--- config.mk ---
export PLATFORM = sky130hd
export DESIGN_NAME = issue_window_scheduler_flat
export DESIGN_NICKNAME = d
export VERILOG_FILES = /design/src/rtl/issue_window_scheduler_if.sv /design/src/rtl/issue_window_scheduler.sv /design/src/flat_wrapper.sv
export SDC_FILE = /design/constraint.sdc
export NUM_CORES = 1
export LEC_CHECK = 0
export BUFFER_PORTS_ARGS = -buffer_cell sky130_fd_sc_hd__buf_4
export CORE_MARGIN = 2
export CORE_UTILIZATION = 38
export DETAILED_ROUTE_END_ITERATION = 8
export PLACE_DENSITY_LB_ADDON = 0.15
export SLEW_MARGIN = 20
export SYNTH_ARGS = -nofsm -noshare
export SYNTH_HDL_FRONTEND = slang
export SYNTH_SLANG_ARGS = --single-unit
--- constraint.sdc ---
create_clock -name clk -period 14.4 [get_ports clk]
set_input_delay 4.32 -clock clk [delete_from_list [all_inputs] [get_ports clk]]
set_output_delay 4.32 -clock clk [all_outputs]
set_load 0.02 [all_outputs]
--- src/rtl/issue_window_scheduler_if.sv ---
// Enqueue/issue handshake bundle for issue_window_scheduler.
//   master : upstream/downstream side. It drives enq_vld, enq_instr and iss_stall,
//            and receives enq_rdy, iss_vld and iss_instr.
//   slave  : the scheduler.
// Instruction packing (24 b): {branch[2:0], op[3:0], des[3:0], s1[3:0], s2[3:0], ime[4:0]}
interface issue_window_scheduler_if #(
   parameter int ENQ_W   = 2,
   parameter int ISSUE_W = 2
) ();
   logic [ENQ_W-1:0]          enq_vld;
   logic [ENQ_W-1:0][23:0]    enq_instr;
   logic                      enq_rdy;
   logic                      iss_stall;
   logic [ISSUE_W-1:0]        iss_vld;
   logic [ISSUE_W-1:0][23:0]  iss_instr;

   modport master (output enq_vld, enq_instr, iss_stall,
                   input  enq_rdy, iss_vld, iss_instr);
   modport slave  (input  enq_vld, enq_instr, iss_stall,
                   output enq_rdy, iss_vld, iss_instr);
endinterface

--- src/rtl/issue_window_scheduler.sv ---
// issue_window_scheduler: circular window of decoded instructions. Each cycle it
// issues the oldest in-order prefix of up to ISSUE_W hazard-free entries. A
// 16-entry busy scoreboard holds in-flight destinations, and writeback ports
// clear it.
// Ports:
//   clk, rst_n   : clock (rising edge) and asynchronous active-low reset
//   bus          : enqueue/issue handshake (issue_window_scheduler_if.slave)
//   wb_vld/wb_reg: writeback clear ports for busy bits
//   flush        : discard every window entry (the scoreboard is kept)
//   win_count    : number of occupied entries
//   perf_issued/perf_stall : performance counters, present only when
//                  ISSQ_PERF_CNT_EN is defined (otherwise tied to 0)
module issue_window_scheduler #(
   parameter int DEPTH   = 8,
   parameter int ENQ_W   = 2,
   parameter int ISSUE_W = 2,
   parameter int WB_W    = 2
) (
   input  logic                        clk,
   input  logic                        rst_n,
   issue_window_scheduler_if.slave     bus,
   input  logic [WB_W-1:0]             wb_vld,
   input  logic [WB_W-1:0][3:0]        wb_reg,
   input  logic                        flush,
   output logic [$clog2(DEPTH):0]      win_count,
   output logic [31:0]                 perf_issued,
   output logic [31:0]                 perf_stall
);
   localparam int PW = $clog2(DEPTH);
   localparam int CW = PW + 1;
   // Ready means a full ENQ_W group fits. Same-cycle issue earns no credit.
   localparam logic [CW-1:0] ENQ_LIM = CW'(DEPTH - ENQ_W);

   typedef struct packed {
      logic [2:0] branch;
      logic [3:0] op;
      logic [3:0] des;
      logic [3:0] s1;
      logic [3:0] s2;
      logic [4:0] ime;
   } instr_t;

   instr_t [DEPTH-1:0]   win;
   logic   [PW-1:0]      head, tail;
   logic   [CW-1:0]      count;
   logic   [15:0]        busy, busy_nxt;

   instr_t [ISSUE_W-1:0] cand;
   logic   [ISSUE_W-1:0] elig, iss_v;
   logic                 chain_ok, hz, gate, rdy, enq_fire;
   logic   [CW-1:0]      iss_n, enq_n;

   // Slot k looks at the entry k places past head. The pointer wraps naturally.
   always_comb begin
      for (int k = 0; k < ISSUE_W; k++)
         cand[k] = win[head + PW'(k)];
   end

   // A slot is eligible only if every lower slot is eligible. A branch goes only
   // in slot 0 and closes the group. Lower-slot destinations block RAW and WAW
   // hazards within the group.
   always_comb begin
      elig     = '0;
      chain_ok = 1'b1;
      hz       = 1'b0;
      for (int k = 0; k < ISSUE_W; k++) begin
         hz = busy[cand[k].s1] | busy[cand[k].s2];
         if (k != 0 && cand[k].branch != 3'd0) hz = 1'b1;
         for (int j = 0; j < k; j++) begin
            if (cand[j].des == cand[k].s1 || cand[j].des == cand[k].s2 ||
                cand[j].des == cand[k].des) hz = 1'b1;
            if (cand[j].branch != 3'd0) hz = 1'b1;
         end
         chain_ok = chain_ok & ~hz & (CW'(k) < count);
         elig[k]  = chain_ok;
      end
   end

   assign gate        = ~bus.iss_stall & ~flush;
   assign iss_v       = elig & {ISSUE_W{gate}};
   assign bus.iss_vld = iss_v;

   always_comb begin
      bus.iss_instr = '0;
      for (int k = 0; k < ISSUE_W; k++)
         if (iss_v[k]) bus.iss_instr[k] = cand[k];
   end

   assign rdy         = (count <= ENQ_LIM);
   assign bus.enq_rdy = rdy;
   assign enq_fire    = rdy & bus.enq_vld[0] & ~flush;
   assign win_count   = count;

   always_comb begin
      iss_n = '0;
      enq_n = '0;
      for (int k = 0; k < ISSUE_W; k++)
         iss_n = iss_n + CW'(iss_v[k]);
      for (int i = 0; i < ENQ_W; i++)
         if (enq_fire && bus.enq_vld[i]) enq_n = enq_n + CW'(1);
   end

   // Clears are applied first, so a same-cycle set of the same register wins.
   always_comb begin
      busy_nxt = busy;
      for (int w = 0; w < WB_W; w++)
         if (wb_vld[w]) busy_nxt[wb_reg[w]] = 1'b0;
      for (int k = 0; k < ISSUE_W; k++)
         if (iss_v[k]) busy_nxt[cand[k].des] = 1'b1;
   end

   always_ff @(posedge clk or negedge rst_n) begin
      if (!rst_n) begin
         head  <= '0;
         tail  <= '0;
         count <= '0;
         busy  <= '0;
      end else begin
         if (flush) begin
            head  <= tail;
            count <= '0;
         end else begin
            head  <= head + PW'(iss_n);
            tail  <= tail + PW'(enq_n);
            count <= count + enq_n - iss_n;
         end
         busy <= busy_nxt;
      end
   end

   // Window payload needs no reset. Slots are only read under count qualification.
   always_ff @(posedge clk) begin
      if (enq_fire)
         for (int i = 0; i < ENQ_W; i++)
            if (bus.enq_vld[i]) win[tail + PW'(i)] <= bus.enq_instr[i];
   end

`ifdef ISSQ_PERF_CNT_EN
   logic [31:0] cnt_iss, cnt_stl;

   always_ff @(posedge clk or negedge rst_n) begin
      if (!rst_n) begin
         cnt_iss <= '0;
         cnt_stl <= '0;
      end else if (flush) begin
         cnt_iss <= '0;
         cnt_stl <= '0;
      end else begin
         cnt_iss <= cnt_iss + 32'(iss_n);
         if (count != '0 && !iss_v[0]) cnt_stl <= cnt_stl + 32'd1;
      end
   end

   assign perf_issued = cnt_iss;
   assign perf_stall  = cnt_stl;
`else
   assign perf_issued = '0;
   assign perf_stall  = '0;
`endif

endmodule

--- src/flat_wrapper.sv ---
// flat-port wrapper written by rule: the top's interface ports become plain ports
module issue_window_scheduler_flat 
#(
   parameter int DEPTH   = 8,
   parameter int ENQ_W   = 2,
   parameter int ISSUE_W = 2,
   parameter int WB_W    = 2
)
  (clk, rst_n, wb_vld, wb_reg, flush, win_count, perf_issued, perf_stall, bus_enq_vld, bus_enq_instr, bus_iss_stall, bus_enq_rdy, bus_iss_vld, bus_iss_instr);
  issue_window_scheduler_if #(.ENQ_W(ENQ_W), .ISSUE_W(ISSUE_W)) bus_i ();
  input  logic clk;
  input  logic rst_n;
  input  logic [WB_W-1:0] wb_vld;
  input  logic [WB_W-1:0][3:0] wb_reg;
  input  logic flush;
  output logic [$clog2(DEPTH):0] win_count;
  output logic [31:0] perf_issued;
  output logic [31:0] perf_stall;
  input wire logic [$bits(bus_i.enq_vld)-1:0] bus_enq_vld;
  input wire logic [$bits(bus_i.enq_instr)-1:0] bus_enq_instr;
  input wire logic [$bits(bus_i.iss_stall)-1:0] bus_iss_stall;
  output wire logic [$bits(bus_i.enq_rdy)-1:0] bus_enq_rdy;
  output wire logic [$bits(bus_i.iss_vld)-1:0] bus_iss_vld;
  output wire logic [$bits(bus_i.iss_instr)-1:0] bus_iss_instr;
  assign bus_i.enq_vld = bus_enq_vld;
  assign bus_i.enq_instr = bus_enq_instr;
  assign bus_i.iss_stall = bus_iss_stall;
  assign bus_enq_rdy = bus_i.enq_rdy;
  assign bus_iss_vld = bus_i.iss_vld;
  assign bus_iss_instr = bus_i.iss_instr;
  issue_window_scheduler #(.DEPTH(DEPTH), .ENQ_W(ENQ_W), .ISSUE_W(ISSUE_W), .WB_W(WB_W)) u_core (.clk(clk), .rst_n(rst_n), .bus(bus_i), .wb_vld(wb_vld), .wb_reg(wb_reg), .flush(flush), .win_count(win_count), .perf_issued(perf_issued), .perf_stall(perf_stall));
endmodule
==> metrics.yaml, run 1 <==
logic_synthesis:
  yosys-top-cells-area: "sky130_fd_sc_hd__edfxtp_1, sky130_fd_sc_hd__mux2i_1, sky130_fd_sc_hd__mux4_2"
  synth_adder_area_share_pct: 1.35
  synthesis.instances: 1609
  synth_edf_count: 192
  synth_flop_type: "sky130_fd_sc_hd__edfxtp_1"
  synth_async_sr_flop_share_pct: 11.9
  netlist.top_cell.by_area: "sky130_fd_sc_hd__edfxtp_1"
  synth.yosys.seq_area_share_pct: 37.5
  synth-xor-area-share_pct: 1.68
  synth.cell_area_mm2: 0.0171
  synth-compound-area-share_pct: 9.52
  synth.lib_cells_used.distinct: 74
  top_area_cell_type_share_of_the_netlist_area_pct: 33.7
  synth.mux.area_fraction_pct: 30.9
  synth-warning-count: 0
  postSynthAreaPerCell_um2: 10.6
  post_synth_and_or_nand_nor_area_fraction_pct: 11.1
  largest_family_of_logic_cells_by_synthesized_area: "multiplexers"
  synth.ff_latch_count: 218
critical_path:
  timing.setup.critical_path_class: "input port to output pin"
  timing.critical_path.slowest_cell_delay_ps: 830
  cp_cell_sequence: "buf_4 -> nor3_1 -> o211ai_1 -> or4_4 -> or3b_4 -> and2b_1 -> buf_4"
  critical_path_peak_fanout: 38
  critical_path_arrival_ps: 7110
  critical_path.top_delay_family: "simple AND/OR/NAND/NOR gates"
  crit_path_top_delay_cell: "sky130_fd_sc_hd__or4_4"
  crit_buf_inv: 2
  setup.worst_path.start_class: "input port"
  r2r_start: "u_core.head[0]$_DFF_PN0_"
  path_common_cell: "sky130_fd_sc_hd__buf_4"
  timing.critical_path.from: "flush"
  worst_setup_path_end_kind: "output pin"
  required_ps: 10080
  regToRegSetupSlack_ps: 7600
drt:
  ant_nets: 0
  routedWlPerCell_um: 23.5
  dr_total_vias: 12487
  drt_pre_antenna_iters: 5
  remaining_drc_errors: 0
  route.final.wire_length_um: 52500
  drt_first_iter_violations: 921
  avgViaCountPerCell: 5.59
clocking:
  clk_latency_ps: 560
  clock_sink_count: 218
  hold_buffers: 0
  post_cts.repair.setup_buffers: 0
  worst_setup_hold_path_clk_slew_ps: 60
  cts_resized: 0
  numCtsBuffers: 28
  ctsRootBufferMaster: "sky130_fd_sc_hd__clkbuf_16"
  cts_tree: "yes"
  cts.htree.levels: 1
  max-clock-path-buffers: 3
final_layout:
  drive_above_1_share_pct: 20.1
  area_delta_synth_final_pct: 10.5
  nets: 1703
  post_layout_instance_count_excluding_filler_cells: 2233
  nFillCells: 4276
timing:
  final.min_clock_period_ps: 11430
  fin_tns_setup_ps: 0
  final_min_period_over_clock_period_pct: 79.4
  timing.final.setup_violations: 0
  final-hold-violation-count: 0
  timing.final.max_slew_violations: 0
  grt_setup_unrepaired: "no"
  slew_headroom_pct: 27.7
  postLayoutSetupSlackWorst_ps: 2970
  worst_margin_pin_slew_ps: 1080
  clock_skew_ps: 16.7
  fmaxAchievable_mhz: 87.5
power_and_ir_drop:
  power.static_leakage_uw: 0.00729
  max-vdd-ir-drop_mv: 0.118
  power-per-cell-area_mw_per_mm2: 224
global_route:
  first_pass_grt_wire_length_um: 79600
  largest_net_degree_at_the_start_of_global_routing: 78
  grtUsageTotal_pct: 22.2
  number_of_antenna_violations_at_the_first_check_in_global_routing: 1
  grt_remaining_overflow: 0
  first_global_vias: 12428
floorplanning:
  fp.dieArea_mm2: 0.0467
  floorplan.initialDensity_pct: 38.6
  ioPinCount: 183
  die-width_um: 216
  dieHeight_um: 216
  row_count: 77
  placeableCoreArea_mm2: 0.0443
hold_path:
  worst_hold_start: "u_core.busy[11]$_DFF_PN0_"
  min_path_type: "flop to flop"
placed_design:
  dp_hpwl_um: 34400
  buffer_ports.inserted: 115
  place_inst: 2185
  dp_worst_setup_slack_ps: 2900
  routabilityCongestion: 0.843
run:
  maxCapViolCount: 0
outcome:
  outcome: "complete, no violations"
[power breakdown]
group / leakage, µW / total, µW / switching [µW] / internal [µW]
Clock: 0.000429 / 700 / 279 / 421
Combinational: 0.00474 / 2450 / 1420 / 1030
Sequential: 0.00212 / 1080 / 169 / 911
[metrics by stage]
stage | utilization, % | cell area (µm²) | hold WS [ps] | power [µW]
3_3_place_gp | 40.6 | 18000 | 593 | 3520
2_1_floorplan | - | 17400 | 514 | 2890
5_1_grt | 42.7 | 18900 | 645 | 4500
4_1_cts | 42.7 | 18900 | 611 | 4260
6_report | 42.7 | 18900 | 619 | 4230
3_5_place_dp | 40.7 | 18000 | 598 | 3550
[worst paths after layout]
kind / to / cells past startpoint
setup / recovery: bus_iss_instr[35] / 7
max in group asynchronous: u_core.head[1]$_DFF_PN0_ / 1
hold / removal: u_core.busy[11]$_DFF_PN0_ / 2
hold reg to reg: u_core.busy[11]$_DFF_PN0_ / 2
setup reg to reg: u_core.win_count[3]$_DFF_PN0_ / 18
min in group asynchronous: u_core.busy[12]$_DFF_PN0_ / 1
[area by class of cell]
cell class,instances,area [µm²],area share [%]
Multi-Input combinational cell,1209,9680,51.2
Sequential cell,218,6420,34.0
Timing Repair Buffer,147,1110,5.87
Clock buffer,37,766,4.05
Tap cell,592,741,3.92
Clock inverter,10,118,0.622
Inverter,19,72.6,0.384
Antenna cell,1,2.50,0.0132
[cell usage after synthesis, drive strengths merged (4+ instances only)]
cell type / number
a21oi: 126
a22oi: 9
a31o: 5
a31oi: 12
a32oi: 6
and2: 7
and3: 8
buf: 119
clkbuf: 110
dfrtp: 26
edfxtp: 192
fa: 4
ha: 12
inv: 17
mux2: 12
mux2i: 262
mux4: 107
nand2: 168
nand3: 17
nand3b: 7
nand4: 13
nor2: 143
nor2b: 15
nor3: 17
nor3b: 4
o21ai: 112
o31ai: 8
xnor2: 18
xor2: 14
[layer usage]
layer	part of all wire (%)	up-vias	global-route usage (%)	wire [µm]
met4	3.1	0	7.15	1620
met3	4.8	76	3.41	2550
met1	44	6171	30.0	23200
met5	0	-	0	0
li1	-	5880	-	-
met2	48	360	36.8	25100
[cells by family (layout without fill, tap and decap cells)]
logic type | count (synthesis) | after routing
other | 1 | 68
buffers and inverters | 248 | 213
DFF | 218 | 218
adders and majority gates | 16 | 16
and+or+nand+nor | 421 | 421
muxes | 381 | 381
AOI/OAI and AO/OA | 292 | 292
xor gates and xnor gates | 32 | 32
[registers in the layout (all words and copies together) (netlist names)]
register          count
u_core.win_count      4
u_core.head           3
u_core.busy          16
u_core.win          192
u_core.tail           3
[cells in the final DEF (no fill, tap or decap), drive strengths merged, types with 17 or more instances in the layout]
cell	instances
conb	67
edfxtp	192
xnor2	18
a21oi	126
nor3	17
mux2i	262
nor2	143
inv	17
buf	147
o21ai	112
dfrtp	26
nand3	17
mux4	107
clkbuf	37
nand2	168
[worst register-to-register path: stages (launching register included)]
cell,delay [ps]
sky130_fd_sc_hd__dfrtp_4,710
sky130_fd_sc_hd__ha_4,720
sky130_fd_sc_hd__buf_4,660
sky130_fd_sc_hd__mux4_2,590
sky130_fd_sc_hd__nand2_1,90
sky130_fd_sc_hd__and2_1,410
sky130_fd_sc_hd__xor2_1,190
sky130_fd_sc_hd__a211oi_1,70
sky130_fd_sc_hd__or4_1,790
sky130_fd_sc_hd__or3b_4,710
sky130_fd_sc_hd__inv_1,190
sky130_fd_sc_hd__ha_1,240
sky130_fd_sc_hd__fa_1,430
sky130_fd_sc_hd__inv_1,110
sky130_fd_sc_hd__ha_1,240
sky130_fd_sc_hd__a21o_1,150
sky130_fd_sc_hd__a21oi_1,180
sky130_fd_sc_hd__xnor2_1,140
sky130_fd_sc_hd__nor2_1,60
No activity file was read; power rests on OpenSTA's default activity.
==> inputs of run 2 (changes only) <==
Settings changed: ABC_AREA set to 1.
Clock period 14.4 ns to 9.8 ns, I/O delays scaled along.
==> run 2 against run 1 <==
Hold slack gained 47 ps. Power grew 55%. Synthesized cell count grew 59%. Critical path type is now flop to output pin. Largest power group unchanged. Sequential power grew 39%. Clock power grew 50%. Sequential share of layout area shrank 0.31 points. Combinational power grew 64%. Sequential cell count is the same. Clock skew grew 1.7 ps.
==> metrics.yaml, run 2 <==
outcome:
  outcome: "complete, no violations"
clocking:
  clock_sink_count: 218
  numCtsBuffers: 28
  worst_setup_hold_path_clk_slew_ps: 60
  max-clock-path-buffers: 3
  hold_buffers: 0
  cts.htree.levels: 1
  clk_latency_ps: 580
  ctsRootBufferMaster: "sky130_fd_sc_hd__clkbuf_16"
  cts_tree: "yes"
  post_cts.repair.setup_buffers: 0
  cts_resized: 0
critical_path:
  worst_setup_path_end_kind: "output pin"
  number_of_cells_on_the_worst_reg_to_reg_path: 22
  critical_path_arrival_ps: 5300
  setup.worst_path.start_class: "flop"
  required_ps: 6860
  r2r_start: "u_core.head[0]$_DFF_PN0_"
  critical_path.endpoint: "bus_iss_instr[44]"
  critical_path_peak_fanout: 72
  critical_path.reg2reg.endpoint: "u_core.win_count[3]$_DFF_PN0_"
  timing.setup.critical_path_class: "flop to output pin"
  regToRegSetupSlack_ps: 3640
  timing.critical_path.from: "u_core.head[0]$_DFF_PN0_"
global_route:
  grtUsageTotal_pct: 25.7
  largest_net_degree_at_the_start_of_global_routing: 174
  first_pass_grt_wire_length_um: 93200
  grt_remaining_overflow: 0
  number_of_antenna_violations_at_the_first_check_in_global_routing: 0
  first_global_vias: 15199
logic_synthesis:
  yosys.cell_count.top_type: "sky130_fd_sc_hd__nand2_1"
  top_area_cell_type_share_of_the_netlist_area_pct: 33.4
  synth.ff_latch_count: 218
  synth_flop_type: "sky130_fd_sc_hd__edfxtp_1"
  yosys-top-cells-area: "sky130_fd_sc_hd__edfxtp_1, sky130_fd_sc_hd__nand2_1, sky130_fd_sc_hd__o21ai_0"
  synth_top_cells_by_count: "sky130_fd_sc_hd__nand2_1, sky130_fd_sc_hd__o21ai_0, sky130_fd_sc_hd__inv_1"
  postSynthAreaPerCell_um2: 6.75
  synth.yosys.seq_area_share_pct: 37.2
  synth_edf_count: 192
  synth-warning-count: 0
  synth_async_sr_flop_share_pct: 11.9
  netlist.top_cell.by_area: "sky130_fd_sc_hd__edfxtp_1"
  synth.lib_cells_used.distinct: 38
  synth.cell_area_mm2: 0.0172
  synthesis.instances: 2556
drt:
  route.final.wire_length_um: 61900
  drt_pre_antenna_iters: 7
  routedWlPerCell_um: 19.5
  ant_nets: 0
  dr_total_vias: 17161
  avgViaCountPerCell: 5.39
  drt_first_iter_violations: 1912
  remaining_drc_errors: 0
timing:
  grt_setup_unrepaired: "no"
  final.min_clock_period_ps: 8240
  slew_headroom_pct: 13.6
  timing.final.max_slew_violations: 0
  fin_tns_setup_ps: 0
  final_min_period_over_clock_period_pct: 84.0
  fmaxAchievable_mhz: 121
  final-hold-violation-count: 0
  clock_skew_ps: 18.3
  worst_margin_pin_slew_ps: 1300
  timing.final.setup_violations: 0
floorplanning:
  floorplan.initialDensity_pct: 38.2
  row_count: 78
  ioPinCount: 183
  dieHeight_um: 217
  fp.dieArea_mm2: 0.0471
  placeableCoreArea_mm2: 0.0451
  die-width_um: 217
final_layout:
  diodes: 0
  drive_above_1_share_pct: 9.06
  area_delta_synth_final_pct: 10.6
  top_register: "u_core.win"
  most_used_cells_in_the_layout_excluding_fill_and_tap_cells: "sky130_fd_sc_hd__nand2_1, sky130_fd_sc_hd__o21ai_0, sky130_fd_sc_hd__inv_1"
  largest_register_ffs: 192
  postLayoutCoreUtil_pct: 42.3
  nFillCells: 4756
  final_common_cell: "sky130_fd_sc_hd__nand2_1"
  nets: 2641
power_and_ir_drop:
  power.static_leakage_uw: 0.00889
  power-per-cell-area_mw_per_mm2: 345
  seq_power_share_pct: 22.9
  switchingPower_uw: 3510
  p_comb_share_pct: 61.2
  internal-power_uw: 3070
  pwr-share-clk_pct: 16.0
  sw_frac_of_total_pct: 53.4
  max-vdd-ir-drop_mv: 0.197
hold_path:
  min_path_type: "flop to flop"
placed_design:
  buffer_ports.inserted: 115
  routabilityCongestion: 0.897
  dp_hpwl_um: 38600
run:
  maxCapViolCount: 0
run 2: worst min path at each step:
| stage | from | endpoint | cells past startpoint |
|---|---|---|---|
| finish | u_core.busy[3]$_DFF_PN0_ | u_core.busy[3]$_DFF_PN0_ | 4 |
| floorplan | u_core.tail[1]$_DFFE_PN0N_ | u_core.head[1]$_DFF_PN0_ | 2 |
| global route | u_core.win[56]$_DFFE_PP_ | u_core.win[56]$_DFFE_PP_ | 4 |
| detailed placement | u_core.win[150]$_DFFE_PP_ | u_core.win[150]$_DFFE_PP_ | 4 |
| CTS | u_core.win[150]$_DFFE_PP_ | u_core.win[150]$_DFFE_PP_ | 4 |
| global placement | u_core.win[149]$_DFFE_PP_ | u_core.win[149]$_DFFE_PP_ | 4 |
run 2: layout make-up:
class / count / area (µm²) / area share, %
inverter: 235 / 885 / 4.64
tap: 600 / 751 / 3.94
clock inverter: 15 / 134 / 0.702
multi-input combinational: 1937 / 9030 / 47.3
sequential: 218 / 6420 / 33.7
timing repair buffer: 141 / 1080 / 5.65
clock buffer: 37 / 776 / 4.07
run 2: critical path: stages, from the launching register on:
cell and delay, ps:
sky130_fd_sc_hd__dfrtp_4 870, sky130_fd_sc_hd__ha_2 390, sky130_fd_sc_hd__xor2_4 740, sky130_fd_sc_hd__nand3_1 330, sky130_fd_sc_hd__nand2_1 420, sky130_fd_sc_hd__inv_1 160, sky130_fd_sc_hd__nand2_1 100, sky130_fd_sc_hd__nand2_1 60
sky130_fd_sc_hd__nand2_1 70, sky130_fd_sc_hd__nor2_1 40, sky130_fd_sc_hd__nor2_1 100, sky130_fd_sc_hd__nand3_1 120, sky130_fd_sc_hd__nor2_4 320, sky130_fd_sc_hd__nand2_2 520, sky130_fd_sc_hd__nor2_1 290, sky130_fd_sc_hd__buf_4 180
run 2: kinds of logic after synthesis:
kind of cell	after synthesis	share of synthesized area, %
other cells	1	0.0217
simple gates	1168	27.4
fa+ha+maj	16	1.34
compound gates	680	21.3
flops	218	37.2
buf+inv	467	12.3
xor+xnor	6	0.392
run 2: layer usage:
metal | up-vias | global-route usage (%) | routed length (µm)
met5 | - | 0 | 0
li1 | 8410 | - | -
met4 | 0 | 7.08 | 1800
met3 | 99 | 3.70 | 4820
met1 | 7917 | 36.4 | 27700
met2 | 735 | 40.7 | 27600
run 2: power groups by stage:
stage | Sequential [µW] | Combinational (µW) | Clock, µW
3_5_place_dp | 1520 | 3950 | 0
6_report | 1500 | 4020 | 1050
3_3_place_gp | 1510 | 3930 | 0
4_1_cts | 1500 | 3960 | 1070
2_1_floorplan | 1450 | 2860 | 0
5_1_grt | 1530 | 4500 | 1110
run 2: through the flow:
stage | cells | hold WS, ps | instance area (µm²) | setup WS (ps) | total power, µW
floorplan | 2622 | 564 | 17500 | 1590 | 4310
global placement | 3130 | 645 | 18100 | 1890 | 5440
detailed placement | 3130 | 652 | 18100 | 1820 | 5470
CTS | 3182 | 667 | 19000 | 1590 | 6530
global route | 3183 | 708 | 19100 | 1200 | 7130
finish | 3183 | 665 | 19100 | 1560 | 6580
